**config.mk**
```make
export PLATFORM = sky130hd
export DESIGN_NAME = video_shifter
export DESIGN_NICKNAME = d
export VERILOG_FILES = /design/src/rtl/video_pkg.sv /design/src/rtl/video_fetch.sv /design/src/rtl/video_shifter.sv
export SDC_FILE = /design/constraint.sdc
export NUM_CORES = 1
export LEC_CHECK = 0
export ABC_AREA = 1
export ABC_CLOCK_PERIOD_IN_PS = 1200
export BUFFER_PORTS_ARGS = -buffer_cell sky130_fd_sc_hd__buf_2
export CAP_MARGIN = 20
export CORE_ASPECT_RATIO = 0.8
export CORE_MARGIN = 5
export CORE_UTILIZATION = 44
export CTS_CLUSTER_SIZE = 10
export DETAILED_ROUTE_END_ITERATION = 7
export PLACE_DENSITY = 0.75
export SLEW_MARGIN = 20
export SYNTH_ARGS = -nofsm -noshare
export SYNTH_HDL_FRONTEND = slang
export SYNTH_SLANG_ARGS = --single-unit
```
**constraint.sdc**
```tcl
create_clock -name clk -period 1.2 [get_ports clk]
set_input_delay 0.24 -clock clk [delete_from_list [all_inputs] [get_ports clk]]
set_output_delay 0.24 -clock clk [all_outputs]
set_load 0.01 [all_outputs]
```
**src/rtl/video_pkg.sv**
```systemverilog
// Shared definitions for the character fetch / pixel shifter path:
// fetch FSM states, glyph geometry and character ROM address field layout.
package video_pkg;

    typedef enum logic [1:0] {
        IDLE,
        VRAM_REQ,
        ROM_REQ,
        DONE
    } fetch_state_t;

    localparam int         PIXELS_PER_CHAR = 8;
    localparam int         GFX_BIT         = 10;
    localparam int         CODE_LSB        = 3;
    localparam logic [7:0] BLANK_ROW       = 8'h00;

endpackage

```
**src/rtl/video_fetch.sv**
```systemverilog
// Per-cell fetch engine: screen code from video RAM, then glyph row from character ROM,
// into a one-entry pending buffer. VIDEO_SHIFTER_REVERSE_EN enables code-bit7 inverse video.
module video_fetch
    import video_pkg::*;
#(
    parameter int MA_WIDTH = 10,
    parameter int RA_WIDTH = 3,
    parameter int ROM_AW   = 11
) (
    input  logic                clk,
    input  logic                reset,
    input  logic                char_stb,
    input  logic                de,
    input  logic [MA_WIDTH-1:0] ma,
    input  logic [RA_WIDTH-1:0] ra,
    input  logic                gfx,
    output logic                vram_req,
    output logic [MA_WIDTH-1:0] vram_addr,
    input  logic                vram_ack,
    input  logic [7:0]          vram_data,
    output logic                rom_req,
    output logic [ROM_AW-1:0]   rom_addr,
    input  logic                rom_ack,
    input  logic [7:0]          rom_data,
    output logic                miss,
    output logic [7:0]          pend_data,
    output logic                pend_valid
);

`ifdef VIDEO_SHIFTER_REVERSE_EN
    localparam bit REVERSE_EN = 1'b1;
`else
    localparam bit REVERSE_EN = 1'b0;
`endif

    fetch_state_t        state_q, state_d;
    logic [RA_WIDTH-1:0] ra_q;
    logic                inv_q;
    logic [ROM_AW-1:0]   rom_addr_d;

    always_ff @(posedge clk) begin
        if (reset) state_q <= IDLE;
        else       state_q <= state_d;
    end

    // A strobe always restarts the engine, abandoning any fetch still in flight.
    always_comb begin
        state_d = state_q;
        if (char_stb) begin
            state_d = de ? VRAM_REQ : IDLE;
        end else begin
            case (state_q)
                VRAM_REQ: if (vram_ack) state_d = ROM_REQ;
                ROM_REQ:  if (rom_ack)  state_d = DONE;
                default:  state_d = state_q;
            endcase
        end
    end

    always_comb begin
        rom_addr_d                    = '0;
        rom_addr_d[GFX_BIT]           = gfx;
        rom_addr_d[CODE_LSB +: 7]     = vram_data[6:0];
        rom_addr_d[RA_WIDTH-1:0]      = ra_q;
    end

    always_ff @(posedge clk) begin
        if (reset) begin
            vram_addr  <= '0;
            rom_addr   <= '0;
            ra_q       <= '0;
            inv_q      <= 1'b0;
            pend_data  <= BLANK_ROW;
            pend_valid <= 1'b0;
        end else if (char_stb) begin
            pend_valid <= 1'b0;
            if (de) begin
                vram_addr <= ma;
                ra_q      <= ra;
            end
        end else if (state_q == VRAM_REQ && vram_ack) begin
            rom_addr <= rom_addr_d;
            inv_q    <= REVERSE_EN & vram_data[7];
        end else if (state_q == ROM_REQ && rom_ack) begin
            pend_data  <= inv_q ? ~rom_data : rom_data;
            pend_valid <= 1'b1;
        end
    end

    assign vram_req = (state_q == VRAM_REQ);
    assign rom_req  = (state_q == ROM_REQ);
    assign miss     = char_stb && (state_q == VRAM_REQ || state_q == ROM_REQ);

endmodule

```
**src/rtl/video_shifter.sv**
```systemverilog
// Character-cell pixel serialiser: fetch engine, 8-bit MSB-first shift register,
// one-slot sync delay and sticky underrun flag. Optional macro: VIDEO_SHIFTER_REVERSE_EN.
module video_shifter
    import video_pkg::*;
#(
    parameter int MA_WIDTH = 10,
    parameter int RA_WIDTH = 3,
    parameter int ROM_AW   = 11
) (
    input  logic                clk,
    input  logic                reset,
    input  logic                char_stb,
    input  logic                de,
    input  logic [MA_WIDTH-1:0] ma,
    input  logic [RA_WIDTH-1:0] ra,
    input  logic                hsync_in,
    input  logic                vsync_in,
    input  logic                gfx,
    output logic                vram_req,
    output logic [MA_WIDTH-1:0] vram_addr,
    input  logic                vram_ack,
    input  logic [7:0]          vram_data,
    output logic                rom_req,
    output logic [ROM_AW-1:0]   rom_addr,
    input  logic                rom_ack,
    input  logic [7:0]          rom_data,
    output logic                video,
    output logic                hsync,
    output logic                vsync,
    output logic                underrun,
    input  logic                underrun_clr
);

    logic                       miss;
    logic [7:0]                 pend_data;
    logic                       pend_valid;
    logic [PIXELS_PER_CHAR-1:0] shift_q;
    logic                       hs_cap, vs_cap;

    video_fetch #(
        .MA_WIDTH (MA_WIDTH),
        .RA_WIDTH (RA_WIDTH),
        .ROM_AW   (ROM_AW)
    ) u_fetch (
        .clk        (clk),
        .reset      (reset),
        .char_stb   (char_stb),
        .de         (de),
        .ma         (ma),
        .ra         (ra),
        .gfx        (gfx),
        .vram_req   (vram_req),
        .vram_addr  (vram_addr),
        .vram_ack   (vram_ack),
        .vram_data  (vram_data),
        .rom_req    (rom_req),
        .rom_addr   (rom_addr),
        .rom_ack    (rom_ack),
        .rom_data   (rom_data),
        .miss       (miss),
        .pend_data  (pend_data),
        .pend_valid (pend_valid)
    );

    // Shifting in zeros means a stretched slot shows blank pixels rather than repeats.
    always_ff @(posedge clk) begin
        if (reset)         shift_q <= '0;
        else if (char_stb) shift_q <= pend_valid ? pend_data : BLANK_ROW;
        else               shift_q <= {shift_q[PIXELS_PER_CHAR-2:0], 1'b0};
    end

    always_ff @(posedge clk) begin
        if (reset) begin
            hs_cap <= 1'b0;
            vs_cap <= 1'b0;
            hsync  <= 1'b0;
            vsync  <= 1'b0;
        end else if (char_stb) begin
            hs_cap <= hsync_in;
            vs_cap <= vsync_in;
            hsync  <= hs_cap;
            vsync  <= vs_cap;
        end
    end

    always_ff @(posedge clk) begin
        if (reset)             underrun <= 1'b0;
        else if (miss)         underrun <= 1'b1;
        else if (underrun_clr) underrun <= 1'b0;
    end

    assign video = shift_q[PIXELS_PER_CHAR-1];

endmodule

```
=== Yosys cells after proc, flatten, opt, wreduce, memory -nomap -nowiden ===
Index checks and enable logic that the tools add are counted.

* Bits in registers: 48
* Output and inout bits: 27
* Bits of input ports: 39
* Bits in read-only memories: 0
* RAM bits: 0
* Bits in latches: 0
* Memories: 0

* $add $sub $neg: 0
* $lt $le $gt $ge: 0
* Equality and inequality tests: 4
* Reduce and logical (&&, ||, !) cells: 13
* Div/mod/pow operators: 0
* Bitwise logic cells: 3
* Multiplexer cells: 9
* Multipliers: 0
* Shifts and indexed selects: 0

{| class="wikitable"
|+ Operators by type and width
! cell !! count
|-
| 8-bit two-way mux || 2
|-
| 2-bit two-way mux || 3
|-
| 3-bit by 2-bit != test with 1-bit output, second input constant || 2
|-
| 2-bit AND reduction || 3
|-
| 3-bit AND reduction || 2
|-
| 2-bit one-hot mux with 2 select lines || 1
|-
| 1-bit logical AND || 3
|-
| 1-bit two-way mux || 3
|-
| 1-bit NOT || 3
|-
| 3-bit nonzero test || 1
|-
| 3-bit OR reduction || 1
|-
| 2-bit by 1-bit == test with 1-bit output, second input constant || 1
|-
| 2-bit == test, second input constant || 1
|-
| 2-bit nonzero test || 1
|-
| 2-bit OR reduction || 1
|-
| 1-bit logical OR || 1
|}

=== Longest topological paths before layout ===
* Depth after elaboration: 4
* Gate-level depth with buffers: 9

=== Modules after synthesis ===
Synthesis repeated with hierarchy kept, for this count alone.

* Cells, all modules: 228
* Area, all modules: 1823.0 um^2

{| class="wikitable"
|+ By module, submodules not included
! module !! area each (um^2) !! times used !! cells an instance
|-
| video_fetch || 1358.8 || 1 || 171
|-
| video_shifter || 464.2 || 1 || 57
|}

=== Least setup slack after synthesis ===
No wires, ideal clock.

* Path type: flip-flop to flip-flop
* From: register u_fetch.state_q[1]
* To: register u_fetch.pend_data[0]
* Cell stages (with the launch flop): 9
* Clock period less this slack: 1.223 ns
* Library setup time: 0.109 ns
* Data required time: 1.091 ns
* Setup slack: -0.023 ns
* Arrival: 1.114 ns
* Cells stage by stage: dfxtp_1 > inv_1 > ha_1 > nand2_2 > nand3_4 > nor2_4 > nand2_1 > nand2_1 > inv_1

* Cells in the longest elaborated chain, start to end: 4

{| class="wikitable"
|+ RTL lines
! what !! RTL line !! source
|-
| start, declared || video_fetch.sv:36 || <nowiki>fetch_state_t state_q, state_d;</nowiki>
|-
| start signal, assigned || video_fetch.sv:43 || <nowiki>else state_q <= state_d;</nowiki>
|-
| 2-bit by 1-bit == test with 1-bit output || video_fetch.sv:81 || <nowiki>end else if (state_q == VRAM_REQ && vram_ack) begin</nowiki>
|-
| 1-bit logical AND || video_fetch.sv:81 ||
|-
| 1-bit NOT (no source line) || n/a ||
|-
| 3-bit AND reduction (no source line) * || n/a ||
|-
| end signal, assigned || video_fetch.sv:85 || <nowiki>pend_data <= inv_q ? ~rom_data : rom_data;</nowiki>
|-
| end, declared || video_fetch.sv:26 || <nowiki>output logic [7:0] pend_data,</nowiki>
|}

Mark *: on every way between the ends. The rest lies on a longest branch, timed or not.
A chain may end at the register's enable or synchronous reset.

=== Final worst setup path ===
* From: register u_fetch.state_q[1]
* To: output vram_req

* Cells in the longest elaborated chain, start to end: 1

{| class="wikitable"
|+ RTL lines
! what !! RTL line !! source
|-
| 2-bit by 1-bit == test with 1-bit output || video_fetch.sv:90 || <nowiki>assign vram_req = (state_q == VRAM_REQ);</nowiki>
|-
| end, declared || video_shifter.sv:19 || <nowiki>output logic vram_req,</nowiki>
|}

No other way between the ends.

==> summary.txt <==
Synthesis
  – Seq cells post-synth: 48
  – Seq/Total Area, Yosys: 0.511
  – Commonest cells in the netlist: nor2_1, dfxtp_1, nand2_1, o21ai_0, inv_1
  – Synth top area share: 0.511
  – Syn Nets: 285
  – Synth area leader: dfxtp_1
  – EDFF count, synth: 0
  – Syn Inst Count: 242
  – Avg Inst Size Synth: 7.77 um2
  – Post-synthesis cell area: 0.00188 mm2
  – FFs w/ async S/R, synth: 0
  – Synth warn: 0
  – Leading post-synthesis cells by cell area: dfxtp_1, nor2_1, o21ai_0
  – Count leader, synth: nor2_1
  – Synth unique cells: 21
  – Main flop type after synthesis: dfxtp_1

Power
  – Pwr dens: 1210 mW/mm2
  – NetSw: 772 uW
  – Sequential power share: 0.544
  – Clk pwr share: 0.313
  – Pleak: 1.25 nW
  – Switching Fraction: 0.248
  – Int Pwr: 2.34 mW
  – Worst VDD drop: 864 uV
  – Comb power frac: 0.143

Clock network
  – CTS sink cnt: 48
  – H-tree levels: 2
  – CTS Buf Count: 5
  – CTS clk-pin slew, worst paths: 80 ps
  – TritonCTS clock tree: done
  – Post-CTS Hold Fix Bufs: 0
  – Worst-case clock buffer depth: 2
  – Clk root buf: clkbuf_8
  – Clk_lat worst skew: 290 ps

Job
  – Max_cap viols: 0

Timing
  – WHS: 146 ps
  – Fin crit period: 1330 ps
  – Fin. Hold Viols: 0
  – RSZ-0062 raised after global routing: true
  – Final Skew: 2.49 ps
  – Slew Limit Fails: 0
  – Slew headroom: 0.816
  – Tightest Pin Transition: 276 ps
  – Max Fclk: 0.752 GHz
  – Finish-stage setup viols: 10
  – Fin crit share: 1.11
  – PnR worst setup slack: -130 ps

Worst setup path
  – CP top delay family: flip-flops
  – Critical Path Fanout Max: 2
  – Worst-path cell chain: inv_2, buf_6, ha_4, buf_6
  – CP Launch Type: flip-flop
  – Crit. path cell count: 4
  – Required @ worst endpoint: 960 ps
  – Critical path's largest stage delay: 360 ps
  – Most used cell, CP: buf_6
  – Reg2reg path depth: 8
  – Worst Path Buf+Inv: 3
  – Setup CP Type: flip-flop to output pin
  – Critical Path AT: 1090 ps
  – CP endpoint kind: output pin
  – Slowest CP cell: dfxtp_2

Route
  – Via density: 4.58
  – Via count: 1722
  – Drt wl/cell: 11.4 um
  – Routed Antenna Nets: 0
  – Pre-antenna DRT Iters: 4
  – # DRC: 0
  – Final WL: 4.28 mm
  – Initial drt markers: 92

Floorplanning
  – Die X: 83.1 um
  – Die area: 0.00569 mm2
  – Initial core utilization: 0.453
  – Site Rows: 21
  – Die H: 68.5 um
  – Io pins: 66
  – Core area: 0.00415 mm2

Cells and area
  – # nets final: 361
  – Final Non-Filler Cells: 376
  – Area Growth Syn to Fin: 36.1%
  – Share of layout cells above drive strength 1: 0.361
  – Number of fill cells in the layout: 387
  – Ant. Diodes: 0

Global route
  – Overflow after GRT: 0
  – GRT Overall Usage: 0.149
  – Vias in the first global route: 1554
  – Global-route wire length before repair: 6.75 mm
  – Initial antenna violation count: 0
  – Largest net degree at the start of global routing: 17

Outcome
  – Violated checks: setup timing
  – Outcome: finished, violations left

Worst hold path
  – Hold Path Stages: 2
  – Hold Path Class: primary input to flip-flop

Place
  – DP Worst Slack: -88.0 ps
  – PortBufs: 64
  – Placed cell count: 363
  – RePlAce Congestion: 0.769
  – Post-DP HPWL: 2.98 mm
power by group through the flow:
stage	registers [mW]	clock network, mW	logic (mW)
floorplan	1.74	0	0.196
global placement	1.72	0	0.374
finish	1.69	0.972	0.445
detailed placement	1.73	0	0.377
CTS	1.69	0.990	0.416
global route	1.70	1.06	0.497
cells in the final DEF (no fill, tap or decap), types with 6 or more instances in the layout:
cell	count
nor2_1	56
dfxtp_1	46
nand2_1	29
clkbuf_8	6
o21ai_1	23
buf_4	8
buf_2	62
buf_6	7
inv_1	21
nand3_1	7
o21ai_0	16
path summary, 6_finish.rpt:
| path | end | from | slack [ps] |
|---|---|---|---|
| worst max-delay path | vram_req | u_fetch.state_q[1] | -130 |
| worst min-delay path | underrun | reset | 150 |
| worst max register to register | u_fetch.pend_data[4] | u_fetch.state_q[0] | -100 |
| worst min register to register | shift_q[0] | u_fetch.pend_data[0] | 460 |
routing by layer:
metal	part of all wire	vias to the layer above	track usage
met4	0.014	0	0.0673
met1	0.46	768	0.185
met2	0.47	41	0.242
met5	0	-	0
li1	-	908	-
met3	0.054	5	0.0457
stage by stage:
step | power [mW] | cell area [um2] | util | setup TNS [ps]
2_1_floorplan | 1.94 | 1900 | - | 0
3_3_place_gp | 2.10 | 2320 | 0.559 | -390
3_5_place_dp | 2.10 | 2320 | 0.559 | -616
4_1_cts | 3.09 | 2490 | 0.601 | -930
5_1_grt | 3.25 | 2560 | 0.617 | -2170
6_report | 3.11 | 2560 | 0.617 | -959
cell type report:
| class | count | area [um2] | area share |
|---|---|---|---|
| flip-flops and latches | 48 | 963 | 0.376 |
| multi-input cells | 156 | 836 | 0.326 |
| repair buffers | 79 | 489 | 0.191 |
| inverters | 28 | 110 | 0.0430 |
| clock buffers | 8 | 90.1 | 0.0352 |
| well taps | 57 | 71.3 | 0.0279 |
registers in the layout, indices dropped and copies added (netlist names):
| signal | flops |
|---|---|
| u_fetch.rom_addr | 11 |
| u_fetch.vram_addr | 10 |
| shift_q | 8 |
| u_fetch.pend_data | 8 |
| u_fetch.ra_q | 3 |
| u_fetch.state_q | 2 |
| hs_cap | 1 |
| hsync | 1 |
| u_fetch.pend_valid | 1 |
| underrun | 1 |
| vs_cap | 1 |
| vsync | 1 |
kinds of logic (layout without fill, tap and decap cells):
group                    count (synthesis)  after routing  synth area share
adder cells (fa/ha/maj)                  4              4            0.0266
AO/OA/AOI/OAI                           47             47             0.126
buffers and inverters                   38            115            0.0958
flip-flops                              48             48             0.511
AND/OR/NAND/NOR                        105            105             0.240
repair_timing:
item | CTS | global route
buffers inserted | 5 | 0
pin swaps | 13 | 15
resized for setup | 19 | 22
endpoints found under the setup margin | 11 | 23
Note: power is estimated with default switching activity, not from simulation.
